$ cat config.mk
export PLATFORM = sky130hd
export DESIGN_NAME = tmr_fault_monitor
export DESIGN_NICKNAME = d
export VERILOG_FILES = /design/src/rtl/tmr_fault_monitor_pkg.sv /design/src/rtl/tmr_fault_monitor_lane_tracker.sv /design/src/rtl/tmr_fault_monitor.sv
export SDC_FILE = /design/constraint.sdc
export NUM_CORES = 1
export LEC_CHECK = 0
export ABC_AREA = 1
export CAP_MARGIN = 0
export CORE_MARGIN = 4
export CORE_UTILIZATION = 30
export DETAILED_ROUTE_END_ITERATION = 16
export GPL_ROUTABILITY_DRIVEN = 1
export PLACE_DENSITY = 0.57
export REMOVE_ABC_BUFFERS = 1
export SYNTH_ARGS = -nofsm -noshare
export SYNTH_HDL_FRONTEND = slang
export SYNTH_SLANG_ARGS = --single-unit
$ cat constraint.sdc
create_clock -name clk -period 3.57 [get_ports clk]
set_clock_uncertainty 0.2 [all_clocks]
set_input_delay 0.714 -clock clk [delete_from_list [all_inputs] [get_ports clk]]
set_output_delay 0.714 -clock clk [all_outputs]
set_load 0.01 [all_outputs]
$ cat src/rtl/tmr_fault_monitor_pkg.sv
// Shared types and helpers for the TMR fault monitor: lane state encoding,
// lane count and the per-bit majority vote.
package tmr_mon_pkg;

  localparam int NUM_LANES = 3;

  typedef enum logic [1:0] {
    LANE_OK      = 2'b00,
    LANE_SUSPECT = 2'b01,
    LANE_FAILED  = 2'b10
  } lane_state_t;

  function automatic logic maj3(input logic a, input logic b, input logic c);
    return (a & b) | (a & c) | (b & c);
  endfunction

endpackage

$ cat src/rtl/tmr_fault_monitor_lane_tracker.sv
// Health tracker for one replica lane: OK/SUSPECT/FAILED state, consecutive
// mismatch run counter and a saturating total-mismatch counter.
module tmr_lane_tracker
  import tmr_mon_pkg::*;
#(
  parameter int fail_thresh = 4,
  parameter int cnt_width   = 8
) (
  input  logic                 clk,
  input  logic                 rst,
  input  logic                 enable,
  input  logic                 clear,
  input  logic                 mismatch,
  input  logic                 force_fail,
  output lane_state_t          state,
  output logic [cnt_width-1:0] err_cnt,
  output logic                 fail_entry
);

  logic [7:0]  run;
  logic [7:0]  run_next;
  logic [8:0]  run_inc;
  lane_state_t state_next;

  function automatic logic [cnt_width-1:0] sat_inc(input logic [cnt_width-1:0] v);
    return (&v) ? v : v + {{(cnt_width-1){1'b0}}, 1'b1};
  endfunction

  always_comb begin
    state_next = state;
    run_next   = run;
    run_inc    = {1'b0, run} + 9'd1;
    if (force_fail) begin
      state_next = LANE_FAILED;
    end else if (enable) begin
      case (state)
        LANE_OK: begin
          if (mismatch) begin
            run_next   = 8'd1;
            state_next = (fail_thresh <= 1) ? LANE_FAILED : LANE_SUSPECT;
          end
        end
        LANE_SUSPECT: begin
          if (!mismatch) begin
            state_next = LANE_OK;
            run_next   = '0;
          end else begin
            run_next = run_inc[7:0];
            if (run_inc >= 9'(fail_thresh)) state_next = LANE_FAILED;
          end
        end
        default: ;
      endcase
    end
  end

  // A lane already FAILED cannot re-enter; clear suppresses the entry event.
  assign fail_entry = !clear && (state != LANE_FAILED) && (state_next == LANE_FAILED);

  always_ff @(posedge clk) begin
    if (rst || clear) begin
      state   <= LANE_OK;
      run     <= '0;
      err_cnt <= '0;
    end else begin
      state <= state_next;
      run   <= run_next;
      if (enable && mismatch && state != LANE_FAILED) err_cnt <= sat_inc(err_cnt);
    end
  end

endmodule

$ cat src/rtl/tmr_fault_monitor.sv
// Voter and health monitor for a triplicated count interface. Optional
// force_fail input is enabled by defining TMR_MON_FORCE_FAIL_EN.
module tmr_fault_monitor
  import tmr_mon_pkg::*;
#(
  parameter int width       = 8,
  parameter int fail_thresh = 4,
  parameter int cnt_width   = 8
) (
  input  logic                 clk,
  input  logic                 rst,
  input  logic                 enable,
  input  logic [width-1:0]     q_1,
  input  logic [width-1:0]     q_2,
  input  logic [width-1:0]     q_3,
  input  logic                 clear,
`ifdef TMR_MON_FORCE_FAIL_EN
  input  logic [2:0]           force_fail,
`endif
  output logic [width-1:0]     voted_q,
  output logic [2:0]           fault_flags,
  output logic [5:0]           lane_state,
  output logic [cnt_width-1:0] err_cnt_1,
  output logic [cnt_width-1:0] err_cnt_2,
  output logic [cnt_width-1:0] err_cnt_3,
  output logic                 uncorrectable,
  output logic                 irq
);

  lane_state_t            st         [NUM_LANES];
  logic [cnt_width-1:0]   err        [NUM_LANES];
  logic [width-1:0]       lane_q     [NUM_LANES];
  logic [NUM_LANES-1:0]   healthy;
  logic [NUM_LANES-1:0]   mismatch;
  logic [NUM_LANES-1:0]   fail_entry;
  logic [NUM_LANES-1:0]   force_bits;
  logic [width-1:0]       maj_q;
  logic [width-1:0]       vote_next;
  logic [width-1:0]       pair_a;
  logic [width-1:0]       pair_b;
  logic                   unc_next;

`ifdef TMR_MON_FORCE_FAIL_EN
  assign force_bits = force_fail;
`else
  assign force_bits = '0;
`endif

  assign lane_q[0] = q_1;
  assign lane_q[1] = q_2;
  assign lane_q[2] = q_3;

  for (genvar i = 0; i < NUM_LANES; i++) begin : g_lane
    tmr_lane_tracker #(
      .fail_thresh (fail_thresh),
      .cnt_width   (cnt_width)
    ) u_lane (
      .clk        (clk),
      .rst        (rst),
      .enable     (enable),
      .clear      (clear),
      .mismatch   (mismatch[i]),
      .force_fail (force_bits[i]),
      .state      (st[i]),
      .err_cnt    (err[i]),
      .fail_entry (fail_entry[i])
    );
    assign healthy[i]          = (st[i] != LANE_FAILED);
    assign lane_state[2*i +: 2] = st[i];
  end

  assign err_cnt_1 = err[0];
  assign err_cnt_2 = err[1];
  assign err_cnt_3 = err[2];

  always_comb begin
    maj_q = '0;
    for (int b = 0; b < width; b++) maj_q[b] = maj3(q_1[b], q_2[b], q_3[b]);
  end

  // With two healthy lanes, pair_a/pair_b are those two lanes in index order.
  assign pair_a = healthy[0] ? q_1 : q_2;
  assign pair_b = healthy[2] ? q_3 : q_2;

  always_comb begin
    vote_next = voted_q;
    unc_next  = 1'b0;
    mismatch  = '0;
    case (healthy)
      3'b111: begin
        if (q_1 == q_2 || q_1 == q_3) begin
          vote_next = q_1;
        end else if (q_2 == q_3) begin
          vote_next = q_2;
        end else begin
          vote_next = maj_q;
          unc_next  = 1'b1;
        end
        for (int i = 0; i < NUM_LANES; i++) mismatch[i] = (lane_q[i] != vote_next);
      end
      3'b011, 3'b101, 3'b110: begin
        if (pair_a == pair_b) begin
          vote_next = pair_a;
        end else begin
          unc_next = 1'b1;
          mismatch = healthy;
        end
      end
      3'b001: vote_next = q_1;
      3'b010: vote_next = q_2;
      3'b100: vote_next = q_3;
      default: unc_next = 1'b1;
    endcase
  end

  // Output register stage: vote result, flags and the health event pulse.
  always_ff @(posedge clk) begin
    if (rst) begin
      voted_q       <= '0;
      fault_flags   <= '0;
      uncorrectable <= 1'b0;
      irq           <= 1'b0;
    end else if (clear) begin
      fault_flags   <= '0;
      uncorrectable <= 1'b0;
      irq           <= 1'b0;
    end else begin
      irq <= (|fail_entry) || (enable && unc_next && !uncorrectable);
      if (enable) begin
        voted_q       <= vote_next;
        fault_flags   <= mismatch;
        uncorrectable <= unc_next;
      end
    end
  end

endmodule

==> results of run 1 <==
## registers in the layout, indices dropped and copies added, names as in the netlist
name	cells
voted_q	8
uncorrectable	1
irq	1
g_lane.u_lane.state	6
g_lane.u_lane.run	24
fault_flags	3
g_lane.u_lane.err_cnt	24
## power breakdown
part           internal, µW  switching (µW)  total [µW]  leakage, µW
Clock                   505             320         825     0.000135
Sequential              771            19.5         790     0.000545
Combinational           213             268         481      0.00247
## layout by cell type (no fill, tap or decap), types with 30 or more instances in the layout
| cell type | synthesis | final |
|---|---|---|
| ha_1 | 32 | 30 |
| clkdlybuf4s50_1 | 0 | 61 |
| nand2_1 | 179 | 174 |
| inv_1 | 82 | 82 |
| nor2_1 | 95 | 83 |
| o21ai_0 | 33 | 31 |
| buf_4 | 4 | 64 |
| a21oi_1 | 44 | 44 |
| nand3_1 | 73 | 70 |
| dfxtp_1 | 67 | 67 |
## metal layers
layer | vias to the layer above | share of wire, % | GRT usage [%]
li1 | 3011 | - | -
met1 | 2584 | 49 | 20.1
met2 | 100 | 45 | 24.2
met3 | 20 | 4.0 | 2.79
met4 | 0 | 1.5 | 3.54
met5 | - | 0 | 0
## kinds of logic after synthesis
group	after synthesis	share of synthesized area (%)
buffers and inverters	115	9.11
XOR/XNOR	29	4.70
flip-flops	67	24.8
adder cells (fa/ha/maj)	32	7.42
AO/OA/AOI/OAI	143	15.6
AND/OR/NAND/NOR	434	38.3
## per-stage QoR
stage,setup WS [ps],cell area (µm²),util (%),instances
after floorplan,-275,5280,-,802
after global placement,-272,6820,39.0,1165
after detailed placement,-299,6820,39.0,1165
after CTS,40.1,7100,40.6,1181
after global routing,-67.0,7320,41.9,1186
final,195,7320,41.9,1186
## timing repair
| item | CTS | global route |
|---|---|---|
| resized for setup | 0 | 48 |
| buffers inserted | 0 | 4 |
| hold buffers | 0 | 0 |
| endpoints found under the setup margin | 0 | 48 |
## worst reg2reg max path: stages (launching register included)
cell and delay, ps:
dfxtp_1 440, nand2_1 450, nand2_1 220, o21ai_1 100, xnor2_1 200, nand2_1 100, nor3_1 250, nand2_2 140
nand3_1 150, nand3_1 160, nand2_4 140, inv_2 90, o21ai_1 120, a31oi_1 50
## cell type report
class                      count  area, µm²  share of cell area (%)
sequential                    67       1340                    18.3
inverter                      97        374                    5.11
timing repair buffer         142       1340                    18.3
clock buffer                  12        256                    3.50
tap                          225        282                    3.85
multi-input combinational    639       3700                    50.6
clock inverter                 4       25.0                   0.342
## worst min-delay path by stage
stage,startpoint,endpoint,slack (ps),cells past startpoint
3_5_place_dp,fault_flags[1],fault_flags[1],260,2
3_3_place_gp,fault_flags[2],fault_flags[2],260,2
2_1_floorplan,g_lane[1].u_lane.run[4],g_lane[1].u_lane.run[4],250,2
4_1_cts,fault_flags[2],fault_flags[2],270,2
5_1_grt,fault_flags[2],fault_flags[2],310,2
6_report,fault_flags[1],fault_flags[1],270,2
==> results_dict.tcl, run 1 <==
set metrics [dict create \
    port_buffers 70 \
    overflow 0 \
    synth_most_common_cell "nand2_1" \
    diodes 0 \
    synthTopCellsByCount "179 x nand2_1, 95 x nor2_1, 82 x inv_1, 73 x nand3_1, 67 x dfxtp_1" \
    die-width_um 142 \
    critical-path-top-delay-family "simple AND/OR/NAND/NOR gates" \
    cp.buffers_inverters 5 \
    clockBufferDepth 2 \
    period_share_pct 94.5 \
    cp_common_cell "nand2_2" \
    place_congestion 0.833 \
    hpwl_mm 11.7 \
    cpMaxStageDelayCell "clkdlybuf4s50_1" \
    grt_pass1_wl_mm 24.9 \
    wl_per_cell_um 12.8 \
    hold_path.class "reg -> reg" \
    avgSynthCellArea_um2 6.58 \
    p_leak_uw 0.00315 \
    drt-pass1-iter-count 5 \
    synthArstFlopShare_pct 0 \
    path_max_fanout 9 \
    ys.flop_type "dfxtp_1" \
    grt_pass1_vias 5284 \
    critical_path_class "in -> reg" \
    synth_warnings 0 \
    power_density_nw_per_um2 287 \
    crit_chain "clkdlybuf4s50_1 > ha_1 > nor2_2 > nand2_2 > buf_12 > nor2_8 > buf_6 > nand2_2 > nand2_2 > nand2_2 > nand3_1 > nand2_1 > nor2_2 > nand2_1 > o21ai_2 > nand2_4 > inv_2 > nand2_2 > nand2_4 > inv_4 > nor2_1 > a211oi_2" \
    fp-row-count 48 \
    design.core.area_um2 17500 \
    cts.htree.levels 3 \
    synth_edf_count 0 \
    max_freq_ghz 0.296 \
    finalCriticalPeriod_ps 3380 \
    crit_start "q_2[5]" \
    num-fill-cells 1792 \
    clock_sinks 67 \
    ys_ff_latch 67 \
    finalMaxSlewViolations 0 \
    synth_area_leaders "dfxtp_1 25%, nand2_1 12%, ha_1 7.4%" \
    cp_num_cells 22 \
    drtAntennaViolNets 0 \
    nets 1016 \
    grt_max_degree 36 \
    r2r-start "g_lane[2].u_lane.state[1]" \
    ir_drop_uv 259 \
    critPathRequiredTime_ps 3570 \
    synth_top_area_share_pct 24.8 \
    fp.dieH_um 142 \
    clock-root-buffer "clkbuf_16" \
    synth_top_area_cell "dfxtp_1" \
    end_kind "flop" \
    clock_latency_ps 330 \
    maxCapViolCount 0 \
    routed_wl_mm 15.2 \
    grt_antenna_before_repair 0 \
    hold_slack_ps 268 \
    cp-endpoint "g_lane[0].u_lane.run[5]" \
    cts.clk_slew.worst_paths_ps 60 \
    viasPerCell 4.82 \
    final-hold-violation-count 0 \
    tightestPinTransition_ps 666 \
    syn2layout_area_growth_pct 35.6 \
    vias 5715 \
    syn_inst 820 \
    setup_viol 0 \
    crit_path_start_kind "input port" \
    yosysUniqueCellTypes 45 \
    cp_data_arrival_time_ps 3370 \
    ff2ff_setup_slack_ps 630 \
    initial_utilization_pct 30.9 \
    tns_ps 0 \
    max-slew-margin-rel_pct 55.5 \
    drive_above_1_share_pct 18.7 \
    boundaryPins 71 \
    reg2reg_to "g_lane[2].u_lane.run[0]" \
    design.die.area_um2 20200 \
    p_total_uw 2100 \
    reg2reg_depth 13 \
    grt_usage_pct 14.8 \
    drt_first_iter_violations 310 \
    cts_buffers 9 \
    max_stage_delay_ps 480 \
    drc 0 \
    cts_tree "yes" \
    outcome "complete, no violations" \
    syn-cell-area_um2 5400 \
    ys_seq_area_share_pct 24.8 \
]
(Power assumes the default switching activity.)
==> run 2, diff against run 1 <==
HOLD_SLACK_MARGIN = 0.15   (was default)
clock period = 3.2 ns   (was 3.57 ns; I/O delays follow)
==> run 2 against run 1 <==
Effect of this change:
- worst setup slack got worse by 40 ps
- combinational power rose by 12%
- clock power rose by 17%
- utilization rose by 0.63 points
- die area did not move
- worst hold slack improved by 1.3 ps
- non-clock buffer count rose by 9
- register-to-register slack got worse by 250 ps
- sequential share of layout area fell by 0.27 points
==> results_dict.tcl, run 2 (same netlist as run 1, synthesis figures left out) <==
set metrics [dict create \
    outcome "complete, no violations" \
    maxCapViolCount 0 \
    clkPwrFrac_pct 40.5 \
    fp.dieH_um 142 \
    final_cell_mix "169 x nand2_1, 81 x inv_1, 81 x nor2_1, 71 x nand3_1, 70 x buf_4" \
    r2r-start "g_lane[2].u_lane.state[0]" \
    crit_start "q_1[6]" \
    cts_buffers 9 \
    fp-row-count 48 \
    p_seq_share_pct 36.9 \
    cp_data_arrival_time_ps 3040 \
    drc 0 \
    path_max_fanout 8 \
    drt-pass1-iter-count 5 \
    max_freq_ghz 0.328 \
    fin_util_pct 42.5 \
    cts_tree "yes" \
    p_leak_uw 0.00320 \
    drtAntennaViolNets 0 \
    combPwrFrac_pct 22.6 \
    clock_sinks 67 \
    viasPerCell 4.77 \
    design.core.area_um2 17500 \
    register_area_um2 1340 \
    clock_latency_ps 330 \
    hold_path.class "reg -> reg" \
    holdCritStartpoint "fault_flags[0]" \
    ir_drop_uv 237 \
    critical_path_class "in -> reg" \
    initial_utilization_pct 30.9 \
    switching_share_pct 28.0 \
    cp_common_cell "nand2_1" \
    cts.htree.levels 3 \
    crit_chain "dlygate4sd2_1 > ha_1 > nor2_2 > nand2_1 > nor2_4 > inv_2 > nand2_4 > buf_6 > nand2_1 > nand3_1 > nand2_1 > inv_1 > nand2_1 > nor2_1 > nand2_1 > nand2_2 > nand3_1 > nand2_2 > inv_2 > o21ai_0 > a31oi_1" \
    multi_input_area_um2 3760 \
    period_share_pct 95.2 \
    nets 1026 \
    routed_wl_mm 15.3 \
    port_buffers 70 \
    vias 5708 \
    critPathRequiredTime_ps 3190 \
    finalMaxSlewViolations 0 \
    grt_antenna_before_repair 0 \
    place_ws_ps -513 \
    largestRegisters "g_lane.u_lane.err_cnt: 24 flops, g_lane.u_lane.run: 24 flops, voted_q: 8 flops" \
    critical-path-top-delay-family "simple AND/OR/NAND/NOR gates" \
    p_sw_uw 670 \
    num-fill-cells 1805 \
    design.die.area_um2 20200 \
    grt_pass1_wl_mm 25.2 \
    power_density_nw_per_um2 322 \
    hpwl_mm 11.8 \
    overflow 0 \
    die-width_um 142 \
    place_congestion 0.849 \
    final-hold-violation-count 0 \
    tightestPinTransition_ps 603 \
    syn2layout_area_growth_pct 37.6 \
    fin_ws_ps 155 \
    finalCriticalPeriod_ps 3050 \
    wl_per_cell_um 12.8 \
    grt_max_degree 20 \
    crit_path_start_kind "input port" \
    cts.clk_slew.worst_paths_ps 50 \
    clockBufferDepth 2 \
    drt_first_iter_violations 279 \
    intPower_uw 1720 \
    grt_pass1_vias 5381 \
    boundaryPins 71 \
    final_common_cell "nand2_1" \
    end_kind "flop" \
    p_total_uw 2390 \
    setup_viol 0 \
    clock-root-buffer "clkbuf_16" \
    hold_buffers 0 \
    grt_usage_pct 15.0 \
    drive_above_1_share_pct 20.4 \
    diodes 0 \
    max_stage_delay_ps 310 \
    cp.buffers_inverters 5 \
    max-slew-margin-rel_pct 59.7 \
    cpMaxStageDelayCell "ha_1" \
]
[run 2: cell count changes in the layout (fill, tap and decap cells not counted), moves of 3 or more]
cell and delta:
buf_4 +6, dlymetal6s2s_1 -5, buf_12 -3, nand2_1 -5
buf_6 +4, clkbuf_1 +3, dlygate4sd2_1 +19, clkdlybuf4s50_1 -15
nand2_2 +3
[run 2: worst reg2reg max path, delay by kind of cell (launching register included)]
kind,cells,cell delay (ps)
AOI/OAI and AO/OA,2,230
xor gates and xnor gates,1,140
buffers and inverters,2,210
DFF,1,360
and+or+nand+nor,11,1590
[run 2: stage by stage]
step / std cells / hold WS (ps) / setup TNS, ps / cell area (µm²)
2_1_floorplan: 802 / 254 / -26400 / 5280
3_3_place_gp: 1172 / 259 / -24660 / 6850
3_5_place_dp: 1172 / 264 / -23740 / 6850
4_1_cts: 1191 / 274 / 0 / 7240
5_1_grt: 1196 / 290 / -2.78 / 7430
6_report: 1196 / 270 / 0 / 7430
[run 2: cell type report]
| class | instances | area share (%) |
|---|---|---|
| clock buffer | 14 | 3.42 |
| clock inverter | 2 | 0.472 |
| inverter | 97 | 5.07 |
| multi-input combinational | 639 | 50.7 |
| sequential | 67 | 18.1 |
| tap | 225 | 3.79 |
| timing repair buffer | 151 | 18.5 |
| timing repair inverter | 1 | 0.0505 |
[run 2: power by group through the flow]
stage          clock [µW]  combinational, µW  sequential (µW)
6_report              969                540              883
5_1_grt              1030                610              886
4_1_cts               995                524              882
3_5_place_dp            0                513              899
3_3_place_gp            0                512              900
2_1_floorplan           0                277              901
[run 2: timing repair]
action,4_1_cts,5_1_grt
setup endpoints to repair,49,51
setup buffers,1,4
pin swaps,22,23
cloned,2,1
resized for setup,48,34
[run 2: path summary, 6_finish.rpt]
check / end / slack (ps) / cells after the start
worst max register to register: g_lane[0].u_lane.err_cnt[5] / 380 / 16
worst max-delay path: g_lane[2].u_lane.run[0] / 150 / 21
worst min register to register: fault_flags[0] / 270 / 2
worst min-delay path: fault_flags[0] / 270 / 2
[run 2: per-layer routing]
metal  routed length [µm]  GRT usage, %
met3                  533          3.02
met5                    0             0
met2                 6960          24.9
met1                 7680          20.5
met4                  163          2.78
==> run 3, diff against run 2 <==
HOLD_SLACK_MARGIN = default   (was 0.15)
PLACE_DENSITY = 0.56   (was 0.57)
SYNTH_HIERARCHICAL = 1   (was default)
==> run 3 against run 2 <==
Effect of this change:
- critical path depth unchanged
- design area up 15%
- die area increased by 5.8%
- maximum frequency is 3.0% lower
- total power rose by 18%
- worst setup slack got worse by 93 ps
- sequential power decreased by 0.9%
- combinational power is 50% higher
- synthesized area rose by 6.2%
- worst hold slack better by 15 ps
- first-iteration DRC count grew 34%
- wire length increased by 16%
==> results_dict.tcl, run 3 <==
set metrics [dict create \
    outcome "complete, no violations" \
    viasPerCell 4.87 \
    setup_viol 0 \
    cts.clk_slew.worst_paths_ps 60 \
    ys.flop_type "dfxtp_1" \
    critical_path_class "in -> reg" \
    drc 0 \
    fin_util_pct 45.6 \
    ir_drop_uv 216 \
    place.detailed.instances 1300 \
    die-width_um 146 \
    max_stage_delay_ps 250 \
    yosysUniqueCellTypes 44 \
    synthTopCellsByCount "251 x nand2_1, 105 x inv_1, 88 x nor2_1, 67 x dfxtp_1, 67 x nand3_1" \
    clock_latency_ps 340 \
    synth_edf_count 0 \
    finalMaxSlewViolations 0 \
    cts.htree.levels 3 \
    drtAntennaViolNets 0 \
    design.die.area_um2 21400 \
    grt_max_degree 23 \
    period_share_pct 98.1 \
    cts_buffers 9 \
    hold_path.class "reg -> reg" \
    largestRegisters "g_lane.u_lane/err_cnt: 24 flops, g_lane.u_lane/run: 24 flops, voted_q: 8 flops" \
    cts_tree "yes" \
    synthArstFlopShare_pct 0 \
    wl_per_cell_um 13.3 \
    fp-row-count 50 \
    nets 1156 \
    boundaryPins 71 \
    syn2layout_area_growth_pct 49.4 \
    power_density_nw_per_um2 330 \
    syn-cell-area_um2 5730 \
    critPathRequiredTime_ps 3270 \
    drt-pass1-iter-count 5 \
    hpwl_mm 12.7 \
    diodes 0 \
    clock_sinks 67 \
    ys_seq_area_share_pct 23.4 \
    clockBufferDepth 2 \
    fp.dieH_um 146 \
    synth_warnings 6 \
    end_kind "flop" \
    routed_wl_mm 17.7 \
    finalCriticalPeriod_ps 3140 \
    hold_slack_ps 284 \
    grt_usage_pct 15.8 \
    max_freq_ghz 0.319 \
    overflow 0 \
    grt_pass1_vias 5946 \
    syn_inst 905 \
    path_max_fanout 7 \
    crit_chain "clkbuf_4 > ha_4 > nor2_4 > nand2_4 > nor2_4 > buf_6 > nand2_1 > nand2_1 > nand3_1 > nand4_1 > nor2_1 > nand2_1 > nand2_2 > nand2_2 > buf_6 > nor2_1 > nor4_2 > nand3_1 > inv_4 > o21ai_1 > a21oi_1" \
    clock-root-buffer "clkbuf_16" \
    synth_area_leaders "dfxtp_1 23%, nand2_1 16%, ha_1 7.2%" \
    final-hold-violation-count 0 \
    vias 6492 \
    synth_top_area_cell "dfxtp_1" \
    grt_pass1_wl_mm 28.3 \
    max-slew-margin-rel_pct 44.9 \
    crit_path_start_kind "input port" \
    maxCapViolCount 0 \
    ys_ff_latch 67 \
    avgSynthCellArea_um2 6.33 \
    rsz0062_at_grt "true" \
    final_common_cell "nand2_1" \
    synth_most_common_cell "nand2_1" \
    cpMaxStageDelayCell "nor4_2" \
    initial_utilization_pct 30.5 \
    layoutNonFillerInstCount 1334 \
    port_buffers 70 \
    design.core.area_um2 18800 \
    cp_common_cell "nand2_1" \
    final_cell_mix "197 x nand2_1, 104 x buf_4, 100 x inv_1, 72 x nand2_2, 67 x dfxtp_1" \
    grt_antenna_before_repair 0 \
    tightestPinTransition_ps 824 \
    p_leak_uw 0.00371 \
    drive_above_1_share_pct 34.7 \
    place_congestion 0.870 \
    drt_first_iter_violations 373 \
    synth_top_area_share_pct 23.4 \
    cp_data_arrival_time_ps 3210 \
]
[run 3: changes by cell type after synthesis, sizes merged, moves of 4 or more]
cell / previous run / this run
nor2: 100 / 115
nand2: 206 / 288
o21ai: 62 / 58
xor2: 19 / 6
nor3: 25 / 19
a21oi: 44 / 64
a311oi: 4 / 0
a211oi: 10 / 0
buf: 14 / 9
clkinv: 2 / 7
a31oi: 8 / 3
inv: 95 / 110
[run 3: final timing paths]
path / cells after the start / slack [ps] / from / endpoint
max: 21 / 60 / q_2[7] / g_lane[0].u_lane/run[7]
min: 2 / 280 / g_lane[2].u_lane/run[6] / g_lane[2].u_lane/run[6]
max reg2reg: 16 / 360 / g_lane[2].u_lane/state[0] / g_lane[0].u_lane/run[0]
min reg2reg: 2 / 280 / g_lane[2].u_lane/run[6] / g_lane[2].u_lane/run[6]
[run 3: report_power, final]
part / switching (µW) / internal (µW) / total (µW)
clock: 383 / 759 / 1140
sequential: 20.9 / 855 / 875
combinational: 451 / 361 / 812
[run 3: layer usage]
metal / share of wire [%] / GRT usage [%] / vias to the layer above
met5: 0 / 0 / -
met4: 2.2 / 5.32 / 0
met3: 4.9 / 3.63 / 35
met2: 47 / 25.9 / 156
met1: 46 / 20.5 / 2970
li1: - / - / 3331
[run 3: final cells by class]
class	count	area [µm²]
clock buffers	9	225
repair buffers	178	1500
well taps	234	293
multi-input cells	722	4640
fillers	1907	10200
flip-flops and latches	67	1340
clock inverters	7	116
inverters	117	449
[run 3: timing repair]
| action | CTS | global route |
|---|---|---|
| cloned | 3 | 1 |
| setup buffers | 4 | 10 |
| endpoints found under the hold margin | 0 | 0 |
| hold buffers | 0 | 0 |
| gates resized for setup | 141 | 158 |
| pin swaps | 43 | 65 |
| endpoints found under the setup margin | 53 | 50 |
[run 3: metrics by stage]
stage / worst slack (ps) / setup TNS (ps) / total power [µW] / cell area (µm²)
after floorplan: -268 / -7000 / 1250 / 5670
after global placement: -891 / -38290 / 1550 / 7370
after detailed placement: -907 / -38730 / 1550 / 7370
after CTS: 3.06 / 0 / 2770 / 8100
after global routing: -108 / -1020 / 2980 / 8560
final: 62.1 / 0 / 2830 / 8560
[run 3: kinds of logic after synthesis]
group / share of synthesized area (%)
AOI/OAI and AO/OA: 13.7
xor gates and xnor gates: 1.99
adders and majority gates: 7.20
buffers and inverters: 9.45
DFF: 23.4
other: 0.0654
and+or+nand+nor: 44.2
[run 3: worst max-delay path: cells and delay by family]
kind / cells / cell delay [ps]
simple gates: 14 / 1630
fa+ha+maj: 1 / 220
compound gates: 2 / 190
buf+inv: 4 / 520
